## src/rtl/debounce_pkg.sv

```systemverilog
// Shared types and helpers for the button debouncer: FSM state encoding and
// the state-to-output decode used for the registered level/bouncing flags.
package debounce_pkg;

   typedef enum logic [1:0] {
      LOW       = 2'd0,
      RISE_WAIT = 2'd1,
      HIGH      = 2'd2,
      FALL_WAIT = 2'd3
   } dbnc_state_t;

   // Debounced level is high in HIGH and while a fall is still being qualified.
   function automatic logic state_level(input dbnc_state_t s);
      return (s == HIGH) || (s == FALL_WAIT);
   endfunction

   function automatic logic state_bouncing(input dbnc_state_t s);
      return (s == RISE_WAIT) || (s == FALL_WAIT);
   endfunction

endpackage

```

## src/rtl/debounce_timer.sv

```systemverilog
// Saturating up-counter with async active-low reset, synchronous clear and
// count enable. Clear together with enable restarts the count at 1.
module debounce_timer #(
   parameter int unsigned MAX   = 8,
   parameter int unsigned WIDTH = $clog2(MAX + 1)
) (
   input  logic             clk_i,
   input  logic             rst_ni,
   input  logic             clr_i,
   input  logic             en_i,
   output logic [WIDTH-1:0] cnt_o
);

   localparam logic [WIDTH-1:0] CntMax = WIDTH'(MAX);

   logic [WIDTH-1:0] cnt_d, cnt_q;

   always_comb begin
      cnt_d = cnt_q;
      if (clr_i) begin
         cnt_d = en_i ? WIDTH'(1) : '0;
      end else if (en_i && (cnt_q != CntMax)) begin
         cnt_d = cnt_q + WIDTH'(1);
      end
   end

   always_ff @(posedge clk_i or negedge rst_ni) begin
      if (!rst_ni) begin
         cnt_q <= '0;
      end else begin
         cnt_q <= cnt_d;
      end
   end

   assign cnt_o = cnt_q;

endmodule

```

## src/rtl/button_debouncer.sv

```systemverilog
// Button debouncer: qualifies level changes over STABLE_CYCLES samples and
// emits registered press/release/long-press pulses plus a bouncing flag.
module button_debouncer
   import debounce_pkg::*;
#(
   parameter int unsigned STABLE_CYCLES = 8,
   parameter int unsigned HOLD_CYCLES   = 64
) (
   input  logic clock,
   input  logic reset_L,
   input  logic en,
   input  logic sync_in,
   output logic level,
   output logic pressed,
   output logic released,
   output logic held,
   output logic bouncing
);

   localparam int unsigned SW = $clog2(STABLE_CYCLES + 1);
   localparam int unsigned HW = $clog2(HOLD_CYCLES + 1);

   // Count values seen on the edge that completes qualification / the hold time.
   localparam logic [SW-1:0] StableLast = SW'(STABLE_CYCLES - 1);
   localparam logic [HW-1:0] HoldLast   = HW'(HOLD_CYCLES - 1);

   dbnc_state_t state_d, state_q;
   logic        level_d, level_q;
   logic        pressed_d, pressed_q;
   logic        released_d, released_q;
   logic        held_d, held_q;
   logic        bouncing_d, bouncing_q;

   logic          stab_clr, stab_inc;
   logic          hold_clr, hold_inc;
   logic          rise_done, fall_done;
   logic [SW-1:0] stab_cnt;
   logic [HW-1:0] hold_cnt;

   debounce_timer #(
      .MAX   (STABLE_CYCLES),
      .WIDTH (SW)
   ) u_stable_timer (
      .clk_i  (clock),
      .rst_ni (reset_L),
      .clr_i  (stab_clr),
      .en_i   (stab_inc),
      .cnt_o  (stab_cnt)
   );

   debounce_timer #(
      .MAX   (HOLD_CYCLES),
      .WIDTH (HW)
   ) u_hold_timer (
      .clk_i  (clock),
      .rst_ni (reset_L),
      .clr_i  (hold_clr),
      .en_i   (hold_inc),
      .cnt_o  (hold_cnt)
   );

   always_comb begin
      state_d    = state_q;
      level_d    = level_q;
      bouncing_d = bouncing_q;
      pressed_d  = 1'b0;
      released_d = 1'b0;
      held_d     = 1'b0;
      stab_clr   = 1'b0;
      stab_inc   = 1'b0;
      hold_clr   = 1'b0;
      hold_inc   = 1'b0;
      rise_done  = 1'b0;
      fall_done  = 1'b0;

      if (en) begin
         unique case (state_q)
            LOW: begin
               // Clear-with-increment loads 1 for the first qualifying sample.
               stab_clr = 1'b1;
               stab_inc = sync_in;
               if (sync_in) begin
                  state_d = RISE_WAIT;
               end
            end
            RISE_WAIT: begin
               if (!sync_in) begin
                  state_d  = LOW;
                  stab_clr = 1'b1;
               end else if (stab_cnt == StableLast) begin
                  state_d   = HIGH;
                  stab_clr  = 1'b1;
                  rise_done = 1'b1;
               end else begin
                  stab_inc = 1'b1;
               end
            end
            HIGH: begin
               stab_clr = 1'b1;
               stab_inc = !sync_in;
               if (!sync_in) begin
                  state_d = FALL_WAIT;
               end
            end
            FALL_WAIT: begin
               if (sync_in) begin
                  state_d  = HIGH;
                  stab_clr = 1'b1;
               end else if (stab_cnt == StableLast) begin
                  state_d   = LOW;
                  stab_clr  = 1'b1;
                  fall_done = 1'b1;
               end else begin
                  stab_inc = 1'b1;
               end
            end
         endcase

         hold_clr   = rise_done;
         hold_inc   = level_q;
         level_d    = state_level(state_d);
         bouncing_d = state_bouncing(state_d);
         pressed_d  = rise_done;
         released_d = fall_done;
         // A release on the same edge the hold time completes wins over held.
         held_d     = level_q && (hold_cnt == HoldLast) && !fall_done;
      end
   end

   always_ff @(posedge clock or negedge reset_L) begin
      if (!reset_L) begin
         state_q    <= LOW;
         level_q    <= 1'b0;
         pressed_q  <= 1'b0;
         released_q <= 1'b0;
         held_q     <= 1'b0;
         bouncing_q <= 1'b0;
      end else begin
         state_q    <= state_d;
         level_q    <= level_d;
         pressed_q  <= pressed_d;
         released_q <= released_d;
         held_q     <= held_d;
         bouncing_q <= bouncing_d;
      end
   end

   assign level    = level_q;
   assign pressed  = pressed_q;
   assign released = released_q;
   assign held     = held_q;
   assign bouncing = bouncing_q;

endmodule

```

## config.mk

```make
export PLATFORM = sky130hd
export DESIGN_NAME = button_debouncer
export DESIGN_NICKNAME = d
export VERILOG_FILES = /design/src/rtl/debounce_pkg.sv /design/src/rtl/debounce_timer.sv /design/src/rtl/button_debouncer.sv
export SDC_FILE = /design/constraint.sdc
export NUM_CORES = 1
export LEC_CHECK = 0
export BUFFER_PORTS_ARGS = -buffer_cell sky130_fd_sc_hd__buf_2
export CAP_MARGIN = 20
export CORE_UTILIZATION = 40
export DETAILED_ROUTE_END_ITERATION = 16
export GPL_ROUTABILITY_DRIVEN = 1
export PLACE_DENSITY = 0.64
export SYNTH_ARGS = -nofsm -noshare
export SYNTH_HDL_FRONTEND = slang
export SYNTH_SLANG_ARGS = --single-unit
export TNS_END_PERCENT = 30
```

## constraint.sdc

```tcl
create_clock -name clock -period 2.3 [get_ports clock]
set_clock_uncertainty 0.2 [all_clocks]
set_input_delay 0.115 -clock clock [delete_from_list [all_inputs] [get_ports clock]]
set_output_delay 0.115 -clock clock [all_outputs]
set_load 0.1 [all_outputs]
```

==> impl_metrics.py, run 1 <==
metrics = {
    "outcome": {
        "status": "finished clean",
    },
    "detailed_routing": {
        "vias": 629,
        "drtAntennaViolNets": 0,
        "viasPerCell": 4.91,
        "drtIter0Drc": 3,
        "drcViolationCount": 0,
        "drt-pass1-iter-count": 2,
        "drt_wl_total_um": 1470,
        "wl_per_cell_um": 11.5,
    },
    "cells_and_area": {
        "nFillCells": 204,
        "antenna_cells": 0,
        "nets": 110,
        "instances_no_fill": 128,
        "drive_gt1_share_pct": 18.8,
        "synthToLayoutAreaGrowth_pct": 13.8,
    },
    "setup_path": {
        "path_cells": "ha_1, and4b_2, nand2_1, nor3b_1, dlygate4sd3_1",
        "cp_top_family": "buffers and inverters",
        "critPathKind": "reg -> reg",
        "critPathArrivalTime_ps": 2030,
        "slowest_delay_ps": 560,
        "critPathBufInv": 1,
        "critPathLaunchType": "register",
        "cp_data_required_time_ps": 2320,
        "endpoint_kind": "register",
        "crit_path_top_delay_cell": "dlygate4sd3_1",
        "cp_max_fo": 5,
    },
    "floorplanning": {
        "rows": 16,
        "core_mm2": 0.00204,
        "start_util_pct": 44.1,
        "dieWidth_um": 49.4,
        "io_pins": 9,
        "die-area_mm2": 0.00244,
        "die_h_um": 49.4,
    },
    "timing": {
        "max_freq_mhz": 498,
        "hold_viol": 0,
        "tightest_slew_ps": 521,
        "whs_ps": 70.1,
        "min_period_ps": 2010,
        "rsz0062_at_grt": "false",
        "tns_ps": 0,
        "final_max_slew_viol_count": 0,
        "post-route-period-util_pct": 87.3,
        "max_slew_margin_pct": 65.1,
        "setup_viol": 0,
    },
    "synth": {
        "synth_cells": 87,
        "ys.flop_type": "dfrtp_1",
        "async_flop_share_pct": 100,
        "ys_ff_latch": 17,
        "syn-cell-area_um2": 900,
        "seq_area_frac_synth_pct": 47.3,
        "synthTopCellsByArea": "dfrtp_1 (47%), ha_1 (5.6%), mux2i_1 (4.5%), nand2_1 (4.2%), inv_1 (2.9%)",
        "synth-edff-count": 0,
        "yosys.area.top_type": "dfrtp_1",
        "avgSynthCellArea_um2": 10.3,
        "synth_top_area_share_pct": 47.3,
        "syn_nets": 95,
        "yosysWarnings": 0,
        "synthDistinctLibCells": 31,
    },
    "global_route": {
        "grt_max_degree": 18,
        "grt_util_all_layers_pct": 14.2,
        "grt_pass1_vias": 615,
        "grt_pass1_wl_um": 2660,
        "overflow": 0,
        "grt_antenna_before_repair": 0,
    },
    "power": {
        "pwr_density_cell_mw_per_mm2": 542,
        "power_switching_mw": 0.146,
        "total_leakage_power_nw": 0.530,
        "p_int_mw": 0.409,
        "p_sw_share_pct": 26.3,
        "peakVddDrop_v": 0.000541,
        "p_seq_share_pct": 59.0,
        "pwr-share-comb_pct": 13.8,
        "power.share.clock_pct": 27.2,
    },
    "placement": {
        "placed_cells": 120,
        "gp_congestion": 0.810,
        "portBuffers": 8,
        "hpwl_um": 1090,
    },
    "job": {
        "cap_violations": 0,
    },
    "cts": {
        "cts_setup_buffers": 0,
        "cts.path.max_buffers": 2,
        "root_buffer": "clkbuf_4",
        "cts_sinks": 17,
        "cts_tree": "done",
        "clk_pin_slew_ps": 90,
        "clk-insertion-delay-late_ps": 280,
        "cts_htree_levels": 1,
        "cts_buffers": 3,
    },
    "min_path": {
        "hp-class": "in -> async",
    },
}
## layout by cell type, fill, tap and decap left out, types with 2 or more instances in the layout
master	n
nor2_1	5
a31oi_1	2
mux2i_1	4
buf_2	8
nand2_1	10
a21oi_1	2
o21ai_0	4
nor4_1	2
and3_1	3
xor2_1	3
clkbuf_4	3
dfrtp_1	17
ha_1	4
nand3_1	5
dlygate4sd3_1	4
inv_1	7
xnor2_1	2
## registers in the layout, indices dropped and copies added, names as in the netlist
name,cells
held,1
u_stable_timer.cnt_o,4
released,1
bouncing,1
state_q,2
pressed,1
u_hold_timer.cnt_o,7
## kinds of logic (layout without fill, tap and decap cells)
group	count (synthesis)	after routing	share of synthesized area [%]
buffers and inverters	11	25	6.40
xor gates and xnor gates	5	5	4.87
muxes	5	5	6.12
and+or+nand+nor	33	33	20.6
DFF	17	17	47.3
adders and majority gates	4	4	5.56
AOI/OAI and AO/OA	12	12	9.18
## synthesized netlist by cell type (2+ instances only)
library cell and n:
a21oi_1 2, a31oi_1 2, and3_1 3, dfrtp_1 17, ha_1 4, inv_1 7, mux2i_1 4, nand2_1 10
nand3_1 5, nor2_1 5, nor4_1 2, o21ai_0 4, xnor2_1 2, xor2_1 3
## path summary, 6_finish.rpt
kind	start	end	slack (ps)	cells past startpoint
max	u_stable_timer.cnt_o[0]$_DFFE_PN0P_	released$_DFF_PN0_	290	5
min	reset_L	released$_DFF_PN0_	70	2
max reg2reg	u_stable_timer.cnt_o[0]$_DFFE_PN0P_	released$_DFF_PN0_	290	5
min in group clock	u_hold_timer.cnt_o[6]$_DFFE_PN0P_	held$_DFF_PN0_	290	1
max in group asynchronous	reset_L	u_stable_timer.cnt_o[2]$_DFFE_PN0P_	1560	2
min reg2reg	u_hold_timer.cnt_o[6]$_DFFE_PN0P_	held$_DFF_PN0_	290	1
## layer usage
layer  up-vias  track usage, %  wire length [µm]
met5         -               0                 0
met4         0            4.29                15
met3         2            4.67                41
met2         9            21.2               634
met1       286            19.3               779
li1        332               -                 -
## stage by stage
step                area, µm²  util [%]  worst slack (ps)  total power, mW
floorplan                 900         -              1.31            0.386
global placement          957      46.9               374            0.405
detailed placement        957      46.9               337            0.407
CTS                      1020      50.1               301            0.566
global route             1020      50.1               135            0.590
finish                   1020      50.1               292            0.554
## power groups by stage
stage | sequential (mW) | combinational, mW | clock [mW]
after detailed placement | 0.333 | 0.0743 | 0
after global placement | 0.332 | 0.0730 | 0
after floorplan | 0.343 | 0.0430 | 0
after CTS | 0.327 | 0.0781 | 0.161
final | 0.327 | 0.0766 | 0.151
after global routing | 0.330 | 0.0873 | 0.173
## area by class of cell
type	instances	area [µm²]	area share, %
multi-input combinational	59	417	40.7
tap	27	33.8	3.30
inverter	9	41.3	4.03
clock buffer	4	26.3	2.57
timing repair buffer	12	80.1	7.82
sequential	17	425	41.6
## repair_timing
action | 4_1_cts | 5_1_grt
hold endpoints to repair | 22 | 0
gates resized for setup | 0 | 0
hold buffers | 4 | 0
## worst reg2reg max path: cells and delay by family (launching register included)
| kind | cells | cell delay [ps] |
|---|---|---|
| DFF | 1 | 410 |
| adders and majority gates | 1 | 240 |
| and+or+nand+nor | 3 | 540 |
| buffers and inverters | 1 | 560 |
(Power assumes the default switching activity.)
==> run 2: changes to the inputs <==
Settings changed: CORE_UTILIZATION 40 to 55, PLACE_DENSITY 0.64 to 0.81.
==> impl_metrics.py, run 2 (synthesis gave the netlist of run 1 again) <==
metrics = {
    "cells_and_area": {
        "seqCellArea_um2": 425,
        "nFillCells": 121,
        "multi_input_area_um2": 417,
        "instances_no_fill": 117,
        "nets": 110,
        "synthToLayoutAreaGrowth_pct": 12.2,
        "antenna_cells": 0,
        "drive_gt1_share_pct": 18.8,
        "final_util_pct": 66.3,
        "fin_area_mm2": 0.00101,
        "layout_common_cells": "dfrtp_1 (17), nand2_1 (10), buf_2 (8)",
        "final_common_cell": "dfrtp_1",
        "largest_reg_flops": 7,
    },
    "min_path": {
        "hp-class": "in -> async",
    },
    "detailed_routing": {
        "drt_wl_total_um": 1550,
        "drtAntennaViolNets": 0,
        "drcViolationCount": 0,
        "viasPerCell": 5.65,
        "wl_per_cell_um": 13.3,
        "vias": 661,
        "drt-pass1-iter-count": 5,
        "drtIter0Drc": 13,
    },
    "timing": {
        "tns_ps": 0,
        "hold_viol": 0,
        "rsz0062_at_grt": "false",
        "tightest_slew_ps": 582,
        "min_period_ps": 2040,
        "final_max_slew_viol_count": 0,
        "max_slew_margin_pct": 61.0,
        "max_freq_mhz": 490,
        "post-route-period-util_pct": 88.8,
        "finalWorstSetupSlack_ps": 257,
        "setup_viol": 0,
    },
    "floorplanning": {
        "dieWidth_um": 42.4,
        "die-area_mm2": 0.00180,
        "rows": 14,
        "core_mm2": 0.00152,
        "io_pins": 9,
        "start_util_pct": 59.0,
        "die_h_um": 42.4,
    },
    "cts": {
        "root_buffer": "clkbuf_4",
        "clk_pin_slew_ps": 100,
        "cts_setup_buffers": 0,
        "cts_sinks": 17,
        "cts_htree_levels": 1,
        "cts.path.max_buffers": 2,
        "clk-insertion-delay-late_ps": 290,
        "cts_tree": "done",
        "cts_buffers": 3,
    },
    "setup_path": {
        "critPathKind": "reg -> reg",
        "critPathLaunchType": "register",
        "r2r_start": "u_stable_timer.cnt_o[0]$_DFFE_PN0P_",
        "worst_r2r_path_depth": 5,
        "r2r-end": "released$_DFF_PN0_",
        "rrSetupSlack_ps": 260,
        "cp_data_required_time_ps": 2340,
        "endpoint_kind": "register",
        "critPathArrivalTime_ps": 2080,
        "cp_max_fo": 5,
    },
    "placement": {
        "placed_cells": 109,
        "placed_area_um2": 943,
        "pre_cts_slack_ps": 329,
        "hpwl_um": 1160,
        "portBuffers": 8,
        "gp_congestion": 0.845,
    },
    "power": {
        "peakVddDrop_v": 0.000308,
        "pwr_density_cell_mw_per_mm2": 559,
        "total_leakage_power_nw": 0.530,
    },
    "job": {
        "cap_violations": 0,
    },
    "global_route": {
        "grt_pass1_vias": 692,
        "grt_pass1_wl_um": 2840,
        "grt_util_all_layers_pct": 21.6,
        "grt_antenna_before_repair": 0,
        "grt_max_degree": 18,
        "overflow": 0,
    },
    "outcome": {
        "status": "finished clean",
    },
}
==> run 2: cell counts in the layout (fill, tap and decap cells not counted) <==
No cell type changed its count.
==> run 2: area by class of cell <==
| class | instances | area share (%) |
|---|---|---|
| clock buffer | 4 | 2.60 |
| multi-input combinational | 59 | 41.3 |
| sequential | 17 | 42.1 |
| timing repair buffer | 12 | 7.93 |
| tap | 16 | 1.98 |
| inverter | 9 | 4.09 |
==> run 2: worst max path at each step <==
| stage | endpoint | startpoint | cells after the start |
|---|---|---|---|
| after floorplan | u_stable_timer.cnt_o[0]$_DFFE_PN0P_ | state_q[1]$_DFFE_PN0P_ | 4 |
| after global placement | u_hold_timer.cnt_o[0]$_DFFE_PN0P_ | u_stable_timer.cnt_o[0]$_DFFE_PN0P_ | 6 |
| after detailed placement | u_hold_timer.cnt_o[0]$_DFFE_PN0P_ | u_stable_timer.cnt_o[0]$_DFFE_PN0P_ | 6 |
| after CTS | released$_DFF_PN0_ | u_stable_timer.cnt_o[0]$_DFFE_PN0P_ | 5 |
| after global routing | released$_DFF_PN0_ | u_stable_timer.cnt_o[0]$_DFFE_PN0P_ | 5 |
| final | released$_DFF_PN0_ | u_stable_timer.cnt_o[0]$_DFFE_PN0P_ | 5 |
==> run 2: timing repair <==
| item | in CTS | in global routing |
|---|---|---|
| hold endpoints to repair | 22 | 0 |
| hold buffers | 4 | 0 |
| gates resized for setup | 0 | 0 |
==> run 2: per-layer routing <==
| layer | track usage (%) | up-vias | wire, µm |
|---|---|---|---|
| met5 | 0 | - | 0 |
| met4 | 12.5 | 0 | 43 |
| met3 | 5.17 | 4 | 55 |
| met2 | 33.5 | 15 | 695 |
| met1 | 27.3 | 311 | 760 |
| li1 | - | 331 | - |
==> run 2: power by group <==
part / internal, mW / switching (mW)
Combinational: 0.0304 / 0.0481
Clock: 0.0675 / 0.0907
Sequential: 0.311 / 0.0162
==> run 2: through the flow <==
stage          hold WS (ps)  total power, mW
2_1_floorplan          -381            0.386
3_3_place_gp           -158            0.403
3_5_place_dp           -152            0.408
4_1_cts                62.4            0.569
5_1_grt                93.2            0.594
6_report               53.4            0.564
==> run 2: worst max-delay path, stage by stage (launching register included) <==
cell           delay [ps]
dfrtp_1               420
ha_1                  240
and4b_2               280
nand2_1                90
nor3b_1               190
dlygate4sd3_1         570
